File: src/rtl/buffer_arb_pkg.sv
// Shared defaults and FSM state encoding for the buffer bank arbiter.
package buffer_arb_pkg;

  localparam int DEF_N_REQ     = 4;
  localparam int DEF_DATA_W    = 32;
  localparam int DEF_MAX_BURST = 4;
  localparam int DEF_SRC_W     = $clog2(DEF_N_REQ);

  typedef enum logic [1:0] {
    ST_IDLE  = 2'd0,
    ST_GRANT = 2'd1,
    ST_FLUSH = 2'd2
  } arb_state_e;

endpackage

File: src/rtl/buffer_arbiter_rr_pick.sv
// Round-robin pick: first set request bit searching upward from last+1, wrapping.
module rr_pick #(
  parameter  int N_REQ = 4,
  localparam int SRC_W = $clog2(N_REQ)
) (
  input  logic [N_REQ-1:0] req,
  input  logic [SRC_W-1:0] last,
  output logic [SRC_W-1:0] winner,
  output logic             any
);

  logic [SRC_W-1:0] w_idx;

  // NOTE: every output of a combinational block gets a default first so no path leaves it unassigned (no latch).
  always_comb begin
    winner = '0;
    any    = 1'b0;
    w_idx  = '0;
    for (int i = 1; i <= N_REQ; i++) begin
      w_idx = SRC_W'((int'(last) + i) % N_REQ);
      if (!any && req[w_idx]) begin
        any    = 1'b1;
        winner = w_idx;
      end
    end
  end

endmodule

File: src/rtl/buffer_arbiter.sv
// Round-robin burst arbiter for a buffer bank with registered output steering and global stall.
module buffer_arbiter
  import buffer_arb_pkg::*;
#(
  parameter  int N_REQ     = DEF_N_REQ,
  parameter  int DATA_W    = DEF_DATA_W,
  parameter  int MAX_BURST = DEF_MAX_BURST,
  localparam int SRC_W     = $clog2(N_REQ)
) (
  input  logic                    clk,
  input  logic                    reset,
  input  logic [N_REQ-1:0]        req,
  input  logic [N_REQ-1:0]        buf_full,
  input  logic [N_REQ-1:0]        buf_valid,
  input  logic [N_REQ*DATA_W-1:0] buf_data,
  input  logic                    downstream_ready,
  input  logic                    flush,
  output logic [N_REQ-1:0]        grant,
  output logic                    out_valid,
  output logic [DATA_W-1:0]       out_data,
  output logic [SRC_W-1:0]        out_src,
  output logic                    global_stall,
  output logic                    busy
);

  localparam int BURST_W = $clog2(MAX_BURST + 1);

  arb_state_e       r_state, w_state_nx;
  logic [N_REQ-1:0] r_grant, w_grant_nx;
  logic [SRC_W-1:0] r_own, w_own_nx;
  logic [SRC_W-1:0] r_last, w_last_nx;
  logic [BURST_W-1:0] r_burst, w_burst_nx;
  logic [SRC_W-1:0] r_src_d;
  logic             r_src_d_v;
  logic             r_stall;

  logic [SRC_W-1:0] w_idle_win, w_rot_win;
  logic             w_idle_any, w_rot_any;
  logic [N_REQ-1:0] w_rot_req;

  // The rotation pick excludes the current owner so a burst boundary only hands over to someone else.
  assign w_rot_req = req & ~(N_REQ'(1) << r_own);

  rr_pick #(.N_REQ(N_REQ)) u_pick_idle (
    .req    (req),
    .last   (r_last),
    .winner (w_idle_win),
    .any    (w_idle_any)
  );

  rr_pick #(.N_REQ(N_REQ)) u_pick_rot (
    .req    (w_rot_req),
    .last   (r_own),
    .winner (w_rot_win),
    .any    (w_rot_any)
  );

  always_comb begin
    w_state_nx = r_state;
    w_grant_nx = r_grant;
    w_own_nx   = r_own;
    w_last_nx  = r_last;
    w_burst_nx = r_burst;
    if (flush) begin
      w_state_nx = ST_FLUSH;
      w_grant_nx = '0;
      w_burst_nx = '0;
      w_last_nx  = SRC_W'(N_REQ - 1);
    end else begin
      unique case (r_state)
        ST_IDLE: begin
          if (w_idle_any && downstream_ready) begin
            w_state_nx = ST_GRANT;
            w_grant_nx = N_REQ'(1) << w_idle_win;
            w_own_nx   = w_idle_win;
            w_burst_nx = BURST_W'(1);
          end
        end
        ST_GRANT: begin
          if (!downstream_ready || !req[r_own]) begin
            w_state_nx = ST_IDLE;
            w_grant_nx = '0;
            w_last_nx  = r_own;
            w_burst_nx = '0;
          end else if (r_burst == BURST_W'(MAX_BURST)) begin
            w_burst_nx = BURST_W'(1);
            if (w_rot_any) begin
              w_grant_nx = N_REQ'(1) << w_rot_win;
              w_own_nx   = w_rot_win;
              w_last_nx  = r_own;
            end
          end else begin
            w_burst_nx = r_burst + BURST_W'(1);
          end
        end
        ST_FLUSH: begin
          // Flush is low here; leaving through IDLE guarantees one grant-free cycle.
          w_state_nx = ST_IDLE;
          w_grant_nx = '0;
          w_burst_nx = '0;
          w_last_nx  = SRC_W'(N_REQ - 1);
        end
        default: w_state_nx = ST_IDLE;
      endcase
    end
  end

  // NOTE: state registers use non-blocking assignments so every flop samples pre-edge values.
  always_ff @(posedge clk) begin
    if (reset) begin
      r_state   <= ST_IDLE;
      r_grant   <= '0;
      r_own     <= '0;
      r_last    <= SRC_W'(N_REQ - 1);
      r_burst   <= '0;
      r_src_d   <= '0;
      r_src_d_v <= 1'b0;
      r_stall   <= 1'b0;
    end else begin
      r_state   <= w_state_nx;
      r_grant   <= w_grant_nx;
      r_own     <= w_own_nx;
      r_last    <= w_last_nx;
      r_burst   <= w_burst_nx;
      r_src_d   <= r_own;
      r_src_d_v <= |r_grant;
      r_stall   <= |buf_full;
    end
  end

  // Buffers register their word one edge after seeing grant, so steering follows the delayed index.
  assign grant        = r_grant;
  assign out_valid    = r_src_d_v & buf_valid[r_src_d];
  assign out_data     = r_src_d_v ? buf_data[r_src_d*DATA_W +: DATA_W] : '0;
  assign out_src      = r_src_d;
  assign global_stall = r_stall;
  assign busy         = (r_state != ST_IDLE);

endmodule

File: config.mk
export PLATFORM = sky130hd
export DESIGN_NAME = buffer_arbiter
export DESIGN_NICKNAME = d
export VERILOG_FILES = /design/src/rtl/buffer_arb_pkg.sv /design/src/rtl/buffer_arbiter_rr_pick.sv /design/src/rtl/buffer_arbiter.sv
export SDC_FILE = /design/constraint.sdc
export NUM_CORES = 1
export LEC_CHECK = 0
export ABC_AREA = 1
export CAP_MARGIN = 15
export CORE_ASPECT_RATIO = 0.8
export CORE_MARGIN = 1
export CORE_UTILIZATION = 37
export CTS_CLUSTER_SIZE = 40
export DETAILED_ROUTE_END_ITERATION = 8
export PLACE_DENSITY = 0.86
export SLEW_MARGIN = 0
export SYNTH_ARGS = -nofsm -noshare
export SYNTH_HDL_FRONTEND = slang
export SYNTH_SLANG_ARGS = --single-unit
File: constraint.sdc
create_clock -name clk -period 2.4 [get_ports clk]
set_input_delay 0.6 -clock clk [delete_from_list [all_inputs] [get_ports clk]]
set_output_delay 0.6 -clock clk [all_outputs]
set_load 0.1 [all_outputs]
==> summary.md, run 1 <==
| Metric | Value |
|---|---|
| Post-Layout Cell Count | 785 |
| Req. time, crit path | around 1.8 ns |
| Synth Register Bits | 17 |
| Sequential share of the synthesized area | 0.1236 |
| IO Port Bufs | about 180 |
| Synth Area per Inst | 5.233 um2 |
| Crit-path max cell delay | 0.46 ns |
| Status | complete, but fails checks |
| Drt first-iter violations | 200 |
| Synth area leader | nor2_1 |
| Placed cell count | 779 |
| Final setup margin | 0.03874 ns |
| Final setup TNS | 0 ns |
| RSZ-0062 raised after global routing | true |
| Hold WC Path Type | flip-flop to flip-flop |
| CTS Hold Bufs | 0 |
| Yosys cell types | 30 |
| Crit Path Max Fanout | 1 |
| ANT cells | 0 |
| Vias in the first global route | 3788 |
| Post-DR vias/cell | 5.153 |
| GP Congestion | 0.9371 |
| Largest net degree at the start of global routing | 40 |
| Detailed-route via count | 4045 |
| Io pins | 185 |
| CTS Root Cell | clkbuf_8 |
| Antenna violations before repair | 0 |
| Grt ovf | 0 |
| Clk_skew | 0.003324 ns |
| Relative slew slack | 0.7142 |
| Critical path class | primary input to output port |
| Final setup violating endpoints | 0 |
| Post-Syn Area | 0.002753 mm2 |
| PwrDens | between 400 and 500 mW/mm2 |
| Worst vdd ir | approximately 0.37 mV |
| GRT Util Overall | 0.2916 |
| Fin crit share | 0.9839 |
| Tot Pwr | 2.342 mW |
| Failing checks | design-rule violations |
| Worst path cell trace | clkdlybuf4s50_1, nor2_1, nor2_1, o21ai_0, a21oi_4, buf_12 |
| Clk_lat worst skew | around 0.26 ns |
| Detailed-routing iteration count for the pre-antenna-repair pass | 8 |
| Die area | roughly 0.0078 mm2 |
| H-tree Lvls | 1 |
| Die X | slightly below 100 um |
| WP data arrival | between 1.5 and 2 ns |
| Leading post-synthesis cells by cell area | nor2_1, o21ai_0, dfxtp_1 |
| Final Max Tran Viols | 0 |
| Initial Util | 0.3917 |
| # nets final | 853 |
| Nature of the critical path endpoint | output port |
| Leakage power | 2.255 nW |
| Post-DP HPWL | 9569 um |
| Startpoint types | primary input |
| Most used cell, CP | nor2_1 |
| Setup Slack @ Placement | -0.03376 ns |
| Die H | 79.15 um |
| Finished Cell Area | 0.005470 mm2 |
| Clock sink count | 17 |
| Yosys warning total | 0 |
| Post-Route WL | 12090 um |
| Max_cap viols | 0 |
| Core box area | 0.007027 mm2 |
| Slew @ Worst Pin | 0.4242 ns |
| Total CTS buffers | 3 |
| Row cnt | 27 |
| Layout cells sized above 1 | 0.1963 |
| Min Tclk post-route | 2.361 ns |
| Max Clock Freq | approximately 420 MHz |
| Final hold vios | 0 |
| WL per Instance | around 15 um |
| FILL cells | between 500 and 600 |
| Yosys top cell area share | 0.2141 |
| Syn Inst Count | approximately 530 |
| P&R area growth vs syn | 98.73% |
| Clock slew at reported path FFs | 0.07 ns |
| Syn Nets | 680 |
| WHS | 0.4879 ns |
| First-pass GRT wire length | 18390 um |
| Layout Utilization | 0.7785 |
| TritonCTS clock tree | done |
| CTS Buffer Depth | 2 |
| Remaining antenna violation count | 0 |
| Critical path's slowest cell | clkdlybuf4s50_1 |
| DR DRC count | 14 |
| DP Area | 0.005404 mm2 |
cell families after synthesis:
group           Yosys count  share of synthesized area
simple gates            305                     0.4886
buf+inv                  70                     0.1086
compound gates          124                     0.2336
flops                    17                     0.1236
fa+ha+maj                10                    0.04545
layout by cell type, fill, tap and decap left out, drive strengths merged, types with 4 or more instances in the layout:
master,n
nand3,30
a21oi,43
nand4,6
clkdlybuf4s50,142
clkbuf,4
o21ai,78
nand2,104
inv,40
buf,54
dfxtp,17
nor2,163
ha,10
timing repair:
action,4_1_cts,5_1_grt
buffers inserted,0,2
endpoints found under the setup margin,0,24
gates resized for setup,0,16
power breakdown:
part | internal (mW) | leakage [nW] | total, mW | switching (mW)
Sequential | 0.303 | 0.141 | 0.325 | 0.0214
Clock | 0.118 | 0.0228 | 0.223 | 0.105
Combinational | 0.684 | 2.09 | 1.79 | 1.11
Total | 1.11 | 2.25 | 2.34 | 1.24
worst paths after layout:
kind,startpoint,endpoint,slack [ns],cells past startpoint
max,buf_data[27],out_data[27],0.04,6
min,r_burst[1],r_burst[1],0.49,2
max reg2reg,r_own[0],r_last[1],0.37,15
min reg2reg,r_burst[1],r_burst[1],0.49,2
critical path, delay by kind of cell:
kind            cells  cell delay, ns
buf+inv             2            0.65
compound gates      2            0.35
simple gates        2            0.17
layer usage:
layer  share of wire  GRT usage
met2            0.50     0.5514
met5               0          0
met3           0.077    0.05898
met1            0.40     0.3377
met4           0.025    0.06716
cell usage after synthesis, drive strengths merged:
master	n
a21oi	43
a31oi	1
a41oi	1
buf	10
clkbuf	19
dfxtp	17
ha	10
inv	41
nand2	104
nand3	30
nand4	6
nor2	163
nor3	1
nor4	1
o211ai	1
o21ai	78
cell type report:
class                      instances  area, um2  area share
timing repair buffer             197       2315      0.4231
sequential                        17      347.8     0.06359
clock buffer                       4      45.04    0.008234
inverter                          41      165.2     0.03019
tap                               87      108.9     0.01990
multi-input combinational        439       2489      0.4549
state kept, by name (all words and copies together), names as in the netlist:
name          cells
grant             4
r_burst           3
out_src           2
r_last            2
r_own             2
r_state           2
global_stall      1
r_src_d_v         1
(Power assumes the default switching activity.)
==> run 2: changes to the inputs <==
- CELL_PAD_IN_SITES_DETAIL_PLACEMENT: not set -> 2
- CELL_PAD_IN_SITES_GLOBAL_PLACEMENT: not set -> 2
- CORE_UTILIZATION: 37 -> 16
- PLACE_DENSITY: 0.86 -> 0.85
==> run 2 against run 1 <==
Effect of this change: the run now ends clean; via count increased by 3.3%; wire length is 32% higher; fmax decreased by 0.51%; count of clock-buffer cells in the layout unchanged; worst setup slack worse by 0.012 ns; sequential share of layout area decreased by 0.32 points; sequential cell count is the same; non-clock buffer count grew 8; first-iteration DRC count down 48%; power up 8.5%.
==> summary.md, run 2 (same netlist as run 1, synthesis figures left out) <==
| Metric | Value |
|---|---|
| Fin crit share | 0.9889 (+0.005081) |
| Critical path class | primary input to output port |
| Layout cells sized above 1 | 0.2082 (+0.01194) |
| Routed metal-1 wire length | 6567 um (+36%) |
| Nature of the critical path endpoint | output port |
| Routed wl met2 | 8315 um (+38%) |
| P&R area growth vs syn | 109.3% |
| DR DRC count | 0 (-14) |
| CTS Buffer Depth | 2 (unchanged) |
| Antenna violations before repair | 0 (unchanged) |
| Initial Util | 0.1652 (-0.2265) |
| Layout Utilization | 0.3459 (-0.4326) |
| Reg-to-reg startpoint | r_own[0] |
| Finished Cell Area | 0.005762 mm2 (+5.3%) |
| Post-Layout Cell Count | 926 (+18%) |
| Tot Pwr | 2.541 mW (+8.5%) |
| Remaining antenna violation count | 0 (unchanged) |
| Grt ovf | 0 (unchanged) |
| Relative slew slack | 0.7034 (-0.01079) |
| Io pins | 185 (unchanged) |
| Worst r2r path cells | 12 (-3) |
| Drt first-iter violations | 105 (-48%) |
| Final setup margin | 0.02655 ns (-0.01219 ns) |
| Vias in the first global route | 4621 (+22%) |
| Clk_skew | 0.001493 ns (-0.001831 ns) |
| Hold EP | r_state[1] |
| WHS | 0.5085 ns (+0.02059 ns) |
| Post-DR vias/cell | 4.513 (-12%) |
| GRT Util Overall | 0.1777 (-0.1139) |
| Hold path startpoint | r_state[1] |
| Reg-to-reg critical path endpoint | grant[3] |
| Die area | 0.01774 mm2 (+130%) |
| Post-Route WL | 15990 um (+32%) |
| Slew @ Worst Pin | 0.4443 ns (+0.02007 ns) |
| PwrDens | 441.0 mW/mm2 (+3.0%) |
| CTS Root Cell | clkbuf_16 |
| RSZ-0062 raised after global routing | true |
| Req. time, crit path | 1.80 ns (about the same) |
| Hold WC Path Type | flip-flop to flip-flop |
| ANT cells | 0 (unchanged) |
| Detailed-routing iteration count for the pre-antenna-repair pass | 4 (-4) |
| Clk_lat worst skew | 0.25 ns (about the same) |
| Clock sink count | 17 (unchanged) |
| Final hold vios | 0 (unchanged) |
| Placed cell count | 919 (+18%) |
| Startpoint types | primary input |
| Largest net degree at the start of global routing | 68 (+70%) |
| Worst vdd ir | 0.3350 mV (-8.6%) |
| H-tree Lvls | 1 (unchanged) |
| Max_cap viols | 0 (unchanged) |
| Met3 wire length | 877 um (-5.8%) |
| WL per Instance | 17.27 um (+12%) |
| Final setup violating endpoints | 0 (unchanged) |
| Max Clock Freq | 421.3 MHz (-0.51%) |
| Max layer used | met4 |
| WP data arrival | 1.77 ns (about the same) |
| First-pass GRT wire length | 24830 um (+35%) |
| Crit Path Max Fanout | 1 (unchanged) |
| Final setup TNS | 0 ns (unchanged) |
| Max reg flops | 4 (unchanged) |
| Core box area | 0.01666 mm2 (+140%) |
| GP Congestion | 0.8442 (-9.9%) |
| Detailed-route via count | 4179 (+3.3%) |
| IO Port Bufs | 184 (unchanged) |
| Commonest non-fill, non-tap cell in the layout | nor2_1 |
| Status | completed |
| Commonest non-fill, non-tap cells in the layout | nor2_1, clkdlybuf4s50_1, nand2_1 |
| Hold Path Depth | 2 (unchanged) |
| Setup Slack @ Placement | -0.1078 ns (-0.07408 ns) |
| # nets final | 861 (+0.94%) |
| Row cnt | 42 (+56%) |
| Min Tclk post-route | 2.373 ns (+0.01219 ns) |
| Leakage power | 2.336 nW (+3.6%) |
| Die X | 148.6 um (+51%) |
| TritonCTS clock tree | done |
| Die H | 119.3 um (+51%) |
| Total CTS buffers | 3 (unchanged) |
| FILL cells | 1965 (+280%) |
| Clock slew at reported path FFs | 0.05 ns (-0.02 ns) |
| Final Max Tran Viols | 0 (unchanged) |
| DP Area | 0.005635 mm2 (+4.3%) |
| Reg-to-reg setup timing slack | 0.31 ns (-0.06 ns) |
| Post-DP HPWL | 13140 um (+37%) |
[run 2: routing by layer]
metal	vias to the layer above	global-route usage
met3	18	0.02529
met2	117	0.3411
met5	-	0
li1	2056	-
met1	1988	0.2076
met4	0	0.02964
[run 2: layout make-up]
type,count,area (um2),area share
Timing Repair Buffer,205,2400,0.4165
Inverter,41,165.2,0.02866
Tap cell,220,275.3,0.04777
Sequential cell,17,347.8,0.06037
Multi-Input combinational cell,439,2495,0.4330
Clock buffer,4,78.83,0.01368
[run 2: worst max-delay path: stages]
cell,delay [ns]
clkdlybuf4s50_1,0.46
nor2_1,0.04
nor2_1,0.10
o21ai_0,0.17
a21oi_4,0.21
buf_12,0.19
[run 2: how the worst max path moves through the flow]
stage / startpoint / to / depth (start not counted)
final: buf_data[18] / out_data[18] / 6
after global routing: buf_data[18] / out_data[18] / 6
after CTS: buf_data[68] / out_data[4] / 6
after detailed placement: buf_valid[0] / out_valid / 6
after global placement: buf_valid[0] / out_valid / 6
after floorplan: out_src[0] / out_data[10] / 5
[run 2: power by group]
| group | switching (mW) | internal, mW |
|---|---|---|
| combinational | 1.16 | 0.705 |
| sequential | 0.0219 | 0.304 |
| clock | 0.120 | 0.226 |
[run 2: repair_timing]
| item | in CTS | in global routing |
|---|---|---|
| gates resized for setup | 7 | 41 |
| hold buffers | 0 | 0 |
| pin swaps | 1 | 0 |
| buffers inserted | 1 | 2 |
| setup endpoints to repair | 31 | 34 |
